File: config.mk
export PLATFORM = sky130hd
export DESIGN_NAME = imem_uart_loader
export DESIGN_NICKNAME = d
export VERILOG_FILES = /design/src/rtl/imem_uart_loader.sv
export SDC_FILE = /design/constraint.sdc
export NUM_CORES = 1
export LEC_CHECK = 0
export ABC_AREA = 1
export BUFFER_PORTS_ARGS = -buffer_cell sky130_fd_sc_hd__buf_2
export CAP_MARGIN = 40
export CORE_MARGIN = 5
export CORE_UTILIZATION = 57
export CTS_CLUSTER_SIZE = 25
export DETAILED_ROUTE_END_ITERATION = 6
export PLACE_DENSITY = 0.79
export SLEW_MARGIN = 10
export SYNTH_ARGS = -nofsm -noshare
export SYNTH_HDL_FRONTEND = slang
export SYNTH_SLANG_ARGS = --single-unit
File: constraint.sdc
create_clock -name Clk -period 2.9 [get_ports Clk]
set_clock_uncertainty 0.05 [all_clocks]
set_input_delay 0.87 -clock Clk [delete_from_list [all_inputs] [get_ports Clk]]
set_output_delay 0.87 -clock Clk [all_outputs]
set_load 0.1 [all_outputs]
File: src/rtl/imem_uart_loader.sv
// ---------------------------------------------------------------------------
// imem_uart_loader
//   Fills the MIPS instruction memory from a UART byte stream. Bytes arrive
//   8N1, LSB first. Every four bytes form one big-endian 32-bit word, and the
//   words are written to consecutive word addresses starting at 0. The core
//   is held in reset until loading is done. Loading ends when the terminator
//   word 32'hFFFFFFFF arrives or when the memory is full.
//
// Ports
//   Clk        system clock, rising edge
//   Rst        synchronous active-high reset
//   Rx         asynchronous UART line, idle high
//   WrEn       one-cycle instruction-memory write strobe
//   WrAddr     word address of the write (holds its value between writes)
//   WrData     instruction word of the write (holds its value between writes)
//   CpuHold    reset request to the core, high until loading is done
//   Done       loading complete, sticky until Rst
//   FrameErr   sticky: at least one byte had a bad stop bit
//   WordCount  number of words written so far
// ---------------------------------------------------------------------------
module imem_uart_loader #(
  parameter int CLKS_PER_BIT = 868,
  parameter int ADDR_W       = 6
) (
  input  logic              Clk,
  input  logic              Rst,
  input  logic              Rx,
  output logic              WrEn,
  output logic [ADDR_W-1:0] WrAddr,
  output logic [31:0]       WrData,
  output logic              CpuHold,
  output logic              Done,
  output logic              FrameErr,
  output logic [ADDR_W:0]   WordCount
);

  localparam int TMR_W = $clog2(CLKS_PER_BIT);
  localparam logic [TMR_W-1:0] FULL_T   = TMR_W'(CLKS_PER_BIT - 1);
  localparam logic [TMR_W-1:0] HALF_T   = TMR_W'(CLKS_PER_BIT / 2 - 1);
  localparam logic [TMR_W-1:0] TMR_ONE  = TMR_W'(1);
  localparam logic [ADDR_W:0]  CNT_ONE  = {{ADDR_W{1'b0}}, 1'b1};
  localparam logic [ADDR_W:0]  CNT_LAST = {1'b0, {ADDR_W{1'b1}}};
  localparam logic [31:0]      TERM     = 32'hFFFF_FFFF;

  typedef enum logic [1:0] {S_IDLE, S_START, S_DATA, S_STOP} state_t;

  state_t            r_state;
  state_t            w_state_nxt;

  logic              r_rx_meta;
  logic              r_rx_sync;
  logic [TMR_W-1:0]  r_timer;
  logic [2:0]        r_bitcnt;
  logic [7:0]        r_shift;
  logic [31:0]       r_word;
  logic [1:0]        r_bytecnt;
  logic              r_wren;
  logic [ADDR_W-1:0] r_wraddr;
  logic [31:0]       r_wrdata;
  logic              r_done;
  logic              r_hold;
  logic              r_ferr;
  logic [ADDR_W:0]   r_count;

  logic              w_rx;
  logic              w_tick_half;
  logic              w_tick_full;
  logic              w_clr_timer;
  logic              w_shift_bit;
  logic              w_stop_sample;
  logic              w_accept;
  logic              w_bad_stop;
  logic              w_word_done;
  logic [31:0]       w_word_nxt;

  // Two-flop synchronizer; reset to the idle level so reset never looks like a start bit
  always_ff @(posedge Clk) begin
    if (Rst) begin
      r_rx_meta <= 1'b1;
      r_rx_sync <= 1'b1;
    end else begin
      r_rx_meta <= Rx;
      r_rx_sync <= r_rx_meta;
    end
  end

  assign w_rx        = r_rx_sync;
  assign w_tick_half = (r_timer == HALF_T);
  assign w_tick_full = (r_timer == FULL_T);

  // RX FSM: state register
  always_ff @(posedge Clk) begin
    if (Rst) r_state <= S_IDLE;
    else     r_state <= w_state_nxt;
  end

  // RX FSM: next state. Once loading is done, no new byte is started.
  always_comb begin
    w_state_nxt = r_state;
    case (r_state)
      S_IDLE:  if (!w_rx && !r_done)           w_state_nxt = S_START;
      S_START: if (w_tick_half)                w_state_nxt = w_rx ? S_IDLE : S_DATA;
      S_DATA:  if (w_tick_full && &r_bitcnt)   w_state_nxt = S_STOP;
      S_STOP:  if (w_tick_full)                w_state_nxt = S_IDLE;
      default:                                 w_state_nxt = S_IDLE;
    endcase
  end

  // RX FSM: outputs. The timer is held at zero while idle, so it is already
  // clear on the first START cycle.
  always_comb begin
    w_clr_timer   = 1'b0;
    w_shift_bit   = 1'b0;
    w_stop_sample = 1'b0;
    case (r_state)
      S_IDLE:  w_clr_timer = 1'b1;
      S_START: w_clr_timer = w_tick_half;
      S_DATA: begin
        w_shift_bit = w_tick_full;
        w_clr_timer = w_tick_full;
      end
      S_STOP:  w_stop_sample = w_tick_full;
      default: w_clr_timer = 1'b1;
    endcase
  end

  always_ff @(posedge Clk) begin
    if (Rst) begin
      r_timer  <= '0;
      r_bitcnt <= '0;
    end else begin
      r_timer <= w_clr_timer ? '0 : r_timer + TMR_ONE;
      if (r_state == S_START) r_bitcnt <= '0;
      else if (w_shift_bit)   r_bitcnt <= r_bitcnt + 3'd1;
    end
  end

  // LSB-first data shifter; contents are meaningless until eight bits are in
  always_ff @(posedge Clk) begin
    if (w_shift_bit) r_shift <= {w_rx, r_shift[7:1]};
  end

  assign w_accept    = w_stop_sample && w_rx && !r_done;
  assign w_bad_stop  = w_stop_sample && !w_rx && !r_done;
  assign w_word_nxt  = {r_word[23:0], r_shift};
  assign w_word_done = w_accept && (r_bytecnt == 2'd3);

  // The first byte of a word ends up in the MSB; r_bytecnt tracks the
  // alignment, so r_word needs no reset of its own.
  always_ff @(posedge Clk) begin
    if (w_accept) r_word <= w_word_nxt;
  end

  // Write path and completion control
  always_ff @(posedge Clk) begin
    if (Rst) begin
      r_bytecnt <= '0;
      r_wren    <= 1'b0;
      r_wraddr  <= '0;
      r_wrdata  <= '0;
      r_done    <= 1'b0;
      r_hold    <= 1'b1;
      r_ferr    <= 1'b0;
      r_count   <= '0;
    end else begin
      r_wren <= 1'b0;
      if (w_accept)   r_bytecnt <= r_bytecnt + 2'd1;
      if (w_bad_stop) r_ferr    <= 1'b1;
      if (w_word_done) begin
        if (w_word_nxt == TERM) begin
          r_done <= 1'b1;
          r_hold <= 1'b0;
        end else begin
          r_wren   <= 1'b1;
          r_wraddr <= r_count[ADDR_W-1:0];
          r_wrdata <= w_word_nxt;
        end
      end
      // The count advances as the strobe drops; the last slot finishes loading
      if (r_wren) begin
        r_count <= r_count + CNT_ONE;
        if (r_count == CNT_LAST) begin
          r_done <= 1'b1;
          r_hold <= 1'b0;
        end
      end
    end
  end

  assign WrEn      = r_wren;
  assign WrAddr    = r_wraddr;
  assign WrData    = r_wrdata;
  assign CpuHold   = r_hold;
  assign Done      = r_done;
  assign FrameErr  = r_ferr;
  assign WordCount = r_count;

endmodule

==> qor_table.md, run 1 <==
| Step | Metric | Reported |
|:---|:---|:---|
| sta | Upper clock frequency limit | 448.3 MHz |
| sta | RSZ-0062 raised after global routing | no |
| final layout | Utilization after layout | 0.6583 |
| clock network | CTS root buffer | sky130_fd_sc_hd__clkbuf_8 |
| synth | Post-synthesis cell count | 461 |
| route | Via/cell ratio | 4.833 |
| clock network | Deepest level of the CTS H-tree | 3 |
| synth | Ys Warns | 0 |
| placement | Estimated wirelength of the detail-placed design | 4736 microns |
| worst hold path | Worst hold path cell count | 1 |
| critical path | RR Startpoint | r_timer[0]$_SDFF_PP0_ |
| floorplan | Area of the die | 0.008648 sq mm |
| critical path | Critical path buffers and inverters | 1 |
| route | First drt pass iteration count | 4 |
| critical path | Data required time at the worst endpoint | 1980 ps |
| clock network | Count of hold-fix buffers inserted at cts | 0 |
| sta | Relative max-transition margin | 0.4383 |
| power | Worst IR drop on VDD | 0.0004013 V |
| final layout | Nets | 523 |
| route | Total number of vias | 2895 |
| floorplan | Initial Utilization | 0.5811 |
| floorplan | Die extent in y | 93.00 microns |
| critical path | Kind of cell with the highest combined delay on the critical path | buffers and inverters |
| placement | Pre-CTS setup slack | 936.6 ps |
| clock network | Clock tree buffer depth | 2 |
| critical path | Cells along the critical path | buf_2 |
| critical path | Worst-case reg-to-reg path depth | 9 |
| power | Cell Pwr Density | 540.4 mW/mm^2 |
| global route | Total congestion overflow | 0 |
| clock network | Clock transition time at the flip-flop clock pins of the worst setup and hold paths | 100 ps |
| run status | Result of the run | complete, no violations |
| placement | DP Area | 0.004232 sq mm |
| critical path | Setup crit start kind | register |
| global route | Initial antenna violation count | 0 |
| critical path | Type of destination of the critical path | output pin |
| sta | Setup violators final | 0 |
| run | Max-Cap Viols | 0 |
| floorplan | Cell Rows | 30 |
| sta | Worst setup slack after layout | 669.4 ps |
| route | Post-detailed-route wirelength per cell | 11.29 microns |
| route | DRT iter0 DRCs | 97 |
| global route | Maximum number of pins on one net before global-route repair | 51 |
| clock network | Number of buffers added for setup after CTS | 0 |
| sta | Worst Max-Slew Pin Slew | 838.8 ps |
| sta | Final worst path period need | 2231 ps |
| synth | Synthesized area | 0.003926 sq mm |
| final layout | Commonest cells after routing, fill and taps aside | sky130_fd_sc_hd__nor2_1, sky130_fd_sc_hd__nand2_1, sky130_fd_sc_hd__dfxtp_1 |
| sta | Final worst path period share | 0.7692 |
| sta | Sum of negative setup slack | 0 ps |
| critical path | Critical-path cell with the highest stage delay | sky130_fd_sc_hd__buf_2 |
| final layout | Share of final-layout standard cells stronger than drive strength 1 | 0.1484 |
| sta | Count of pins over their slew limit | 0 |
| worst hold path | Hold worst-path end | r_rx_sync$_SDFF_PP1_ |
| route | Remaining number of nets flagged by the antenna check after routing | 0 |
| clock network | TritonCTS Sinks | 100 |
| final layout | Most common cell after layout, fill and taps aside | sky130_fd_sc_hd__nor2_1 |
| clock network | Insertion delay of the later-clocked pin in the worst-skew pair | 360 ps |
| synth | Number of different library cells in the post-synthesis netlist | 25 |
| worst hold path | Beginning of the worst hold path | r_rx_meta$_SDFF_PP1_ |
| critical path | Reg2Reg Setup Slack | 990 ps |
| route | Sum of routed wire length over all layers | 6761 microns |
| route | DRC violations left | 0 |
| placement | IO Port Bufs | 51 |
| floorplan | Die extent in x | 93.00 microns |
| floorplan | Floorplan Core Area | 0.006756 sq mm |
| critical path | Kind of critical path | reg2out |
| global route | Number of global-route vias before repair | 2723 |
| final layout | Non-Filler Cell Area, Final | 0.004448 sq mm |
| critical path | Worst flop-to-flop path endpoint | r_bytecnt[0]$_SDFFE_PP0P_ |
| power | PnR Total Power | 2.404 mW |
| floorplan | Top-level I/O count | 52 |
| power | Total leakage power | 2.168 nW |
| global route | Wire length of the first global-routing pass | 11850 microns |
| critical path | Maximum fanout count along the critical path | 8 |
| placement | GP Congestion | 0.7922 |
| critical path | Arrival time of data at the critical path endpoint | 1310 ps |
| sta | Number of endpoints with negative hold slack in the final report | 0 |
| worst hold path | Worst min-delay path category | reg2reg |
| global route | Global-route usage over all layers | 0.1707 |
| clock network | TritonCTS clock tree | done |
| final layout | Layout overhead on the synthesized area | 13.29% |
| synth | Syn Nets | 470 |
| synth | Average cell area after synthesis | 8.517 sq um |
| synth | Share of the yosys chip area belonging to registers | 0.5915 |
| clock network | Total clock buffers created by CTS | 9 |
| synth | FF+latch count, synth | 100 |
| critical path | Delay of the slowest cell on the worst path | 480 ps |
| clock network | CTS resizes | 0 |
| final layout | Number of diodes | 0 |
worst max path at each step:
stage	start	to	slack [ps]	cells past startpoint
2_1_floorplan	Done$_SDFF_PP0_	WrAddr[3]$_SDFFE_PP0P_	440	8
3_3_place_gp	Rst	r_bytecnt[0]$_SDFFE_PP0P_	990	5
3_5_place_dp	Rst	WordCount[1]$_SDFFE_PP0P_	940	5
4_1_cts	WordCount[3]$_SDFFE_PP0P_	WordCount[3]	660	1
5_1_grt	WordCount[3]$_SDFFE_PP0P_	WordCount[3]	630	1
6_report	WordCount[3]$_SDFFE_PP0P_	WordCount[3]	670	1
report_power, final:
group,switching [mW],internal (mW),total [mW]
Clock,0.480,0.457,0.938
Sequential,0.00286,1.44,1.44
Combinational,0.0203,0.00710,0.0274
Total,0.503,1.90,2.40
cell usage after synthesis (all sizes together):
cell	n	area share
nor2	112	0.11
nand2	99	0.095
dfxtp	68	0.35
inv	62	0.059
edfxtp	32	0.24
nand3	12	0.017
nor3	12	0.018
a21oi	11	0.014
nand4	11	0.018
buf	8	0.017
xor2	7	0.016
clkbuf	6	0.0057
ha	6	0.019
o21ai	5	0.0064
o21a	3	0.0057
or2	2	0.0032
a31oi	1	0.0016
and3	1	0.0016
nand3b	1	0.0019
nor3b	1	0.0019
o211ai	1	0.0019
stage by stage:
| stage | hold slack, ps | instances |
|---|---|---|
| floorplan | 339.5 | 461 |
| global placement | 345.7 | 583 |
| detailed placement | 353.6 | 583 |
| CTS | 364.9 | 599 |
| global route | 375.1 | 599 |
| finish | 365.1 | 599 |
registers in the layout, summed over array words and instances (netlist names), 2 cells and up, named ones only:
register   cells
r_bitcnt       3
WordCount      7
r_word        24
r_shift        8
WrAddr         6
WrData        32
r_bytecnt      2
r_timer       10
per-layer routing:
layer | up-vias | part of all wire | track usage
met5 | - | 0 | 0
met4 | 0 | 0.016 | 0.06838
met3 | 10 | 0.044 | 0.04505
met2 | 43 | 0.46 | 0.2753
met1 | 1311 | 0.48 | 0.2190
li1 | 1531 | - | -
cell type report:
cell class,instances,area (sq um)
clock inverter,6,67.56
fill,582,2308
sequential,100,2322
tap,80,100.1
inverter,62,232.7
timing repair buffer,56,292.8
clock buffer,10,148.9
multi-input combinational,285,1284
logic make-up after synthesis:
kind of cell             share of synthesized area
AO/OA/AOI/OAI                              0.02964
XOR/XNOR                                   0.01562
adder cells (fa/ha/maj)                    0.01912
buffers and inverters                      0.08158
flip-flops                                  0.5915
AND/OR/NAND/NOR                             0.2626
No activity file was read; power rests on OpenSTA's default activity.
==> inputs of run 2 (changes only) <==
==> constraint.sdc (replaced) <==
create_clock -name Clk -period 2.1 [get_ports Clk]
set_clock_uncertainty 0.05 [all_clocks]
set_input_delay 0.63 -clock Clk [delete_from_list [all_inputs] [get_ports Clk]]
set_output_delay 0.63 -clock Clk [all_outputs]
set_load 0.1 [all_outputs]
==> run 2 against run 1 <==
Clock power up 30%. Die area unchanged. First-iteration DRC count up 63%. Via count up 0.52%. Register-to-register slack worse by 750 ps. Total power up 35%. Cell area up 0.67%. Utilization up 0.44 points. Sequential cell count unchanged. Hold slack better by 1.3 ps. Sequential power up 38%. Critical endpoint unchanged. Largest cell class unchanged. Largest power group unchanged.
==> qor_table.md, run 2 (same netlist as run 1, synthesis figures left out) <==
| Step | Metric | Reported |
|:---|:---|:---|
| final layout | Share of final-layout standard cells stronger than drive strength 1 | 0.1631 |
| sta | Count of pins over their slew limit | 0 |
| route | Length of routed met3 wiring | 307 microns |
| critical path | Cells along the critical path | buf_2 |
| run | Max-Cap Viols | 0 |
| final layout | Utilization after layout | 0.6628 |
| global route | Global-route usage over all layers | 0.1725 |
| critical path | Data required time at the worst endpoint | 1420 ps |
| critical path | Critical path buffers and inverters | 1 |
| clock network | CTS resizes | 0 |
| final layout | Largest register FFs | 32 |
| route | Total routed wire length on the met1 layer | 3159 microns |
| route | Total number of vias | 2910 |
| power | Switching part of the total | 0.2058 |
| power | Worst IR drop on VDD | 0.0004606 V |
| route | Post-detailed-route wirelength per cell | 11.72 microns |
| route | First drt pass iteration count | 4 |
| sta | Setup violators final | 0 |
| sta | Worst Max-Slew Pin Slew | 773.0 ps |
| global route | Initial antenna violation count | 0 |
| route | Met2 routed wirelength | 3442 microns |
| power | Proportion of power drawn by flip-flops and latches | 0.612 |
| power | Int Power | 2.579 mW |
| placement | GP Congestion | 0.7676 |
| power | Proportion of power drawn by combinational gates | 0.013 |
| final layout | Non-Filler Cell Area, Final | 0.004478 sq mm |
| route | DRC violations left | 0 |
| clock network | TritonCTS Sinks | 100 |
| final layout | Number of diodes | 0 |
| final layout | Layout overhead on the synthesized area | 14.05% |
| final layout | Most common cell after layout, fill and taps aside | sky130_fd_sc_hd__nor2_1 |
| power | Total leakage power | 2.167 nW |
| critical path | Kind of critical path | reg2out |
| clock network | Count of hold-fix buffers inserted at cts | 0 |
| floorplan | Cell Rows | 30 |
| global route | Wire length of the first global-routing pass | 11850 microns |
| sta | Relative max-transition margin | 0.4824 |
| route | Remaining number of nets flagged by the antenna check after routing | 0 |
| floorplan | Die extent in x | 93.00 microns |
| critical path | Maximum fanout count along the critical path | 8 |
| critical path | Arrival time of data at the critical path endpoint | 1300 ps |
| power | Part of the total power dissipated in the clock network | 0.376 |
| clock network | Total clock buffers created by CTS | 9 |
| placement | DP Area | 0.004270 sq mm |
| clock network | Insertion delay of the later-clocked pin in the worst-skew pair | 360 ps |
| floorplan | Area of the die | 0.008648 sq mm |
| sta | Final worst path period need | 1975 ps |
| sta | RSZ-0062 raised after global routing | no |
| route | Sum of routed wire length over all layers | 7044 microns |
| critical path | Setup crit start kind | register |
| floorplan | Die extent in y | 93.00 microns |
| critical path | Delay of the slowest cell on the worst path | 480 ps |
| clock network | CTS root buffer | sky130_fd_sc_hd__clkbuf_8 |
| clock network | Clock tree buffer depth | 2 |
| clock network | TritonCTS clock tree | done |
| route | Uppermost routed layer | met4 |
| route | Via/cell ratio | 4.842 |
| global route | Total congestion overflow | 0 |
| sta | Upper clock frequency limit | 506.2 MHz |
| global route | Maximum number of pins on one net before global-route repair | 46 |
| final layout | Nets | 525 |
| clock network | Number of buffers added for setup after CTS | 0 |
| critical path | Kind of cell with the highest combined delay on the critical path | buffers and inverters |
| worst hold path | Worst min-delay path category | reg2reg |
| power | PnR Total Power | 3.248 mW |
| clock network | Deepest level of the CTS H-tree | 3 |
| route | DRT iter0 DRCs | 158 |
| floorplan | Initial Utilization | 0.5811 |
| final layout | Commonest cells after routing, fill and taps aside | sky130_fd_sc_hd__nor2_1, sky130_fd_sc_hd__nand2_1, sky130_fd_sc_hd__dfxtp_1 |
| floorplan | Top-level I/O count | 52 |
| placement | IO Port Bufs | 51 |
| clock network | Clock transition time at the flip-flop clock pins of the worst setup and hold paths | 90 ps |
| critical path | Critical-path cell with the highest stage delay | sky130_fd_sc_hd__buf_2 |
| critical path | Type of destination of the critical path | output pin |
| floorplan | Floorplan Core Area | 0.006756 sq mm |
| run status | Result of the run | complete, no violations |
| sta | Final worst path period share | 0.9407 |
| placement | Estimated wirelength of the detail-placed design | 4919 microns |
| global route | Number of global-route vias before repair | 2743 |
| power | Cell Pwr Density | 725.2 mW/mm^2 |
| sta | Number of endpoints with negative hold slack in the final report | 0 |
| power | Net switching power | 0.6685 mW |
[run 2: changes by cell type in the layout (fill, tap and decap cells not counted), sizes merged]
cell      delta
clkinvlp     -1
buf          +2
clkbuf       +3
inv          -1
bufinv       -1
[run 2: worst reg2reg max path: stages (launching register included)]
cell	delay, ps
sky130_fd_sc_hd__dfxtp_2	380
sky130_fd_sc_hd__ha_4	150
sky130_fd_sc_hd__inv_2	40
sky130_fd_sc_hd__nor3_2	140
sky130_fd_sc_hd__nand2_1	120
sky130_fd_sc_hd__nor3_4	240
sky130_fd_sc_hd__buf_4	280
sky130_fd_sc_hd__inv_1	110
sky130_fd_sc_hd__o21ai_0	180
sky130_fd_sc_hd__a21oi_1	60
[run 2: final cells by class]
| class | instances | area (sq um) |
|---|---|---|
| fill | 561 | 2278 |
| clock inverter | 3 | 26.28 |
| inverter | 62 | 232.7 |
| timing repair buffer | 58 | 307.8 |
| tap | 80 | 100.1 |
| clock buffer | 13 | 181.4 |
| sequential | 100 | 2328 |
| multi-input combinational | 285 | 1301 |
[run 2: layer usage]
layer,up-vias,track usage
met3,11,0.03540
li1,1541,-
met1,1306,0.2089
met5,-,0
met4,0,0.08059
met2,52,0.2945
[run 2: path summary, 6_finish.rpt]
| check | start | to | slack [ps] | cells after the start |
|---|---|---|---|---|
| hold / removal | r_rx_meta$_SDFF_PP1_ | r_rx_sync$_SDFF_PP1_ | 370 | 1 |
| hold reg to reg | r_rx_meta$_SDFF_PP1_ | r_rx_sync$_SDFF_PP1_ | 370 | 1 |
| setup / recovery | WordCount[3]$_SDFFE_PP0P_ | WordCount[3] | 120 | 1 |
| setup reg to reg | r_timer[0]$_SDFF_PP0_ | r_bytecnt[0]$_SDFFE_PP0P_ | 240 | 9 |
[run 2: power groups by stage]
| stage | logic [mW] | registers, mW | clock network, mW |
|---|---|---|---|
| detailed placement | 0.0415 | 2.03 | 0 |
| CTS | 0.0411 | 1.99 | 1.26 |
| global route | 0.0455 | 1.99 | 1.33 |
| floorplan | 0.0285 | 2.03 | 0 |
| finish | 0.0408 | 1.99 | 1.22 |
| global placement | 0.0397 | 2.03 | 0 |
[run 2: stage by stage]
step           std cells  hold slack (ps)  setup slack [ps]  setup TNS, ps
4_1_cts              601            372.7             100.0              0
3_3_place_gp         585            350.3             356.6              0
3_5_place_dp         585            355.7             258.7              0
2_1_floorplan        461            339.5            -227.1          -7720
5_1_grt              601            384.2             59.46              0
6_report             601            366.4             124.6              0
==> inputs of run 3 (changes only) <==
--- a/config.mk
+++ b/config.mk
@@ -12,6 +12,7 @@
 export CORE_UTILIZATION = 57
 export CTS_CLUSTER_SIZE = 25
 export DETAILED_ROUTE_END_ITERATION = 6
+export GPL_TIMING_DRIVEN = 0
 export PLACE_DENSITY = 0.79
 export SLEW_MARGIN = 10
 export SYNTH_ARGS = -nofsm -noshare
==> constraint.sdc (replaced) <==
create_clock -name Clk -period 1.9 [get_ports Clk]
set_clock_uncertainty 0.05 [all_clocks]
set_input_delay 0.57 -clock Clk [delete_from_list [all_inputs] [get_ports Clk]]
set_output_delay 0.57 -clock Clk [all_outputs]
set_load 0.1 [all_outputs]
==> run 3 against run 2 <==
Cell area is 7.2% higher. Utilization is 4.8 points higher. Total power is 14% higher.
==> qor_table.md, run 3 (same netlist as run 1, synthesis figures left out) <==
| Step | Metric | Reported |
|:---|:---|:---|
| clock network | CTS root buffer | sky130_fd_sc_hd__clkbuf_8 |
| sta | Worst setup slack after layout | 20.12 ps |
| route | Post-detailed-route wirelength per cell | 12.61 microns |
| floorplan | Initial Utilization | 0.5811 |
| route | Sum of routed wire length over all layers | 7830 microns |
| critical path | RR Startpoint | r_timer[0]$_SDFF_PP0_ |
| power | Int Power | 2.947 mW |
| floorplan | Die extent in y | 93.00 microns |
| critical path | Arrival time of data at the critical path endpoint | 2100 ps |
| route | Via/cell ratio | 4.897 |
| critical path | Reg2Reg Setup Slack | 20 ps |
| sta | Final worst path period share | 0.9894 |
| route | Total number of vias | 3041 |
| final layout | Commonest cells after routing, fill and taps aside | sky130_fd_sc_hd__nand2_1, sky130_fd_sc_hd__nor2_1, sky130_fd_sc_hd__dfxtp_1, sky130_fd_sc_hd__inv_1, sky130_fd_sc_hd__buf_2 |
| power | Worst IR drop on VDD | 0.0004414 V |
| run | Max-Cap Viols | 0 |
| final layout | Filler cell count | 506 |
| clock network | Clock tree buffer depth | 2 |
| critical path | Type of destination of the critical path | register |
| route | Remaining number of nets flagged by the antenna check after routing | 0 |
| final layout | Layout overhead on the synthesized area | 22.24% |
| clock network | Count of hold-fix buffers inserted at cts | 0 |
| power | Total leakage power | 2.254 nW |
| clock network | Insertion delay of the later-clocked pin in the worst-skew pair | 370 ps |
| power | Switching part of the total | 0.2026 |
| sta | Relative max-transition margin | 0.6670 |
| critical path | Cells along the critical path | ha_4 -> inv_4 -> nor3_4 -> nand2_2 -> nor3_4 -> clkbuf_16 -> nand3_4 -> buf_6 -> buf_6 -> nor2_1 -> nor2_1 |
| clock network | TritonCTS clock tree | done |
| placement | Pre-CTS setup slack | -444.2 ps |
| placement | GP Congestion | 0.8614 |
| critical path | Worst-case reg-to-reg path depth | 11 |
| sta | Count of pins over their slew limit | 0 |
| floorplan | Cell Rows | 30 |
| sta | Worst Max-Slew Pin Slew | 499.5 ps |
| global route | Wire length of the first global-routing pass | 12850 microns |
| route | DRT iter0 DRCs | 142 |
| final layout | Finished Layout Cells | 621 |
| critical path | Delay of the slowest cell on the worst path | 370 ps |
| clock network | Total clock buffers created by CTS | 9 |
| floorplan | Area of the die | 0.008648 sq mm |
| global route | Initial antenna violation count | 0 |
| clock network | TritonCTS Sinks | 100 |
| clock network | Deepest level of the CTS H-tree | 3 |
| final layout | Most common cell after layout, fill and taps aside | sky130_fd_sc_hd__nand2_1 |
| power | PnR Total Power | 3.696 mW |
| worst hold path | Hold worst-path end | r_rx_meta$_SDFF_PP1_ |
| power | Net switching power | 0.7490 mW |
| critical path | Data required time at the worst endpoint | 2120 ps |
| floorplan | Top-level I/O count | 52 |
| worst hold path | Worst min-delay path category | in2reg |
| power | Part of the total power dissipated in the clock network | 0.392 |
| final layout | Nets | 545 |
| critical path | Setup crit start kind | register |
| clock network | Clock transition time at the flip-flop clock pins of the worst setup and hold paths | 90 ps |
| power | Cell Pwr Density | 770.1 mW/mm^2 |
| power | Proportion of power drawn by combinational gates | 0.014 |
| sta | Number of endpoints with negative hold slack in the final report | 0 |
| final layout | Multi-input gate area | 0.001415 sq mm |
| floorplan | Floorplan Core Area | 0.006756 sq mm |
| critical path | Worst flop-to-flop path endpoint | WrData[26]$_SDFFE_PP0P_ |
| final layout | Utilization after layout | 0.7104 |
| worst hold path | Beginning of the worst hold path | Rx |
| sta | Final worst path period need | 1880 ps |
| global route | Number of global-route vias before repair | 2879 |
| critical path | Maximum fanout count along the critical path | 10 |
| final layout | Share of final-layout standard cells stronger than drive strength 1 | 0.2440 |
| power | Proportion of power drawn by flip-flops and latches | 0.593 |
| floorplan | Die extent in x | 93.00 microns |
| final layout | Area taken by flip-flops and latches | 0.002341 sq mm |
| route | First drt pass iteration count | 4 |
| final layout | Largest register FFs | 32 |
| placement | IO Port Bufs | 51 |
| placement | Cell count after placement | 594 |
| sta | Upper clock frequency limit | 531.9 MHz |
| route | DRC violations left | 0 |
| global route | Maximum number of pins on one net before global-route repair | 18 |
| critical path | Kind of critical path | reg2reg |
| worst hold path | Worst hold path cell count | 2 |
| sta | Setup violators final | 0 |
| sta | RSZ-0062 raised after global routing | yes |
| global route | Total congestion overflow | 0 |
| final layout | Number of diodes | 0 |
| run status | Result of the run | complete, no violations |
| critical path | Critical-path cell with the highest stage delay | sky130_fd_sc_hd__dfxtp_4 |
| placement | Estimated wirelength of the detail-placed design | 5295 microns |
| global route | Global-route usage over all layers | 0.1892 |
==> run 3: cell types whose count changed in the layout (fill, tap and decap cells not counted), sizes merged <==
cell | before | now
buf | 58 | 69
bufinv | 0 | 2
clkbuf | 13 | 19
clkinv | 2 | 1
inv | 63 | 65
==> run 3: layer usage <==
metal	part of all wire	wire [microns]	track usage	vias to the layer above
met5	0	0	0	-
met4	0.016	127	0.06349	0
met3	0.052	408	0.04988	15
met2	0.50	3904	0.3173	66
met1	0.43	3390	0.2377	1378
li1	-	-	-	1582
==> run 3: repair_timing <==
item,in CTS,in global routing
setup buffers,6,5
hold endpoints to repair,0,0
resized for setup,5,48
setup endpoints to repair,58,63
pin swaps,1,7
gates cloned,1,0
==> run 3: power by group through the flow <==
stage / Sequential, mW / Clock (mW) / Combinational (mW)
2_1_floorplan: 2.24 / 0 / 0.0316
3_3_place_gp: 2.25 / 0 / 0.0448
3_5_place_dp: 2.25 / 0 / 0.0459
4_1_cts: 2.19 / 1.48 / 0.0498
5_1_grt: 2.19 / 1.59 / 0.0603
6_report: 2.19 / 1.45 / 0.0533
==> run 3: metrics by stage <==
step           area (sq um)  hold WS (ps)  setup TNS, ps
5_1_grt                4800         341.5          -2829
3_5_place_dp           4339         348.8         -15230
2_1_floorplan          3951         339.5         -16850
6_report               4800         336.0              0
4_1_cts                4643         331.1              0
3_3_place_gp           4307         349.8         -38950
==> run 3: worst max path at each step <==
| stage | to | start | cells after the start |
|---|---|---|---|
| floorplan | WrAddr[3]$_SDFFE_PP0P_ | r_timer[0]$_SDFF_PP0_ | 10 |
| detailed placement | WrData[20]$_SDFFE_PP0P_ | r_timer[0]$_SDFF_PP0_ | 11 |
| global route | WrData[9]$_SDFFE_PP0P_ | r_timer[1]$_SDFF_PP0_ | 12 |
| global placement | WrData[20]$_SDFFE_PP0P_ | r_timer[0]$_SDFF_PP0_ | 10 |
| CTS | WrData[30]$_SDFFE_PP0P_ | r_timer[1]$_SDFF_PP0_ | 11 |
| finish | WrData[26]$_SDFFE_PP0P_ | r_timer[0]$_SDFF_PP0_ | 11 |
==> run 3: area by class of cell <==
cell class | count | share of cell area
Sequential cell | 100 | 0.4877
Clock inverter | 6 | 0.01773
Multi-Input combinational cell | 285 | 0.2948
Clock buffer | 10 | 0.02659
Inverter | 62 | 0.04901
Timing Repair Buffer | 65 | 0.08525
Tap cell | 80 | 0.02086
Buffer | 13 | 0.01799
==> run 3: critical path, delay by kind of cell (launching register included) <==
family | cells | cell delay, ps
adder cells (fa/ha/maj) | 1 | 150
buffers and inverters | 4 | 520
flip-flops | 1 | 370
AND/OR/NAND/NOR | 6 | 680
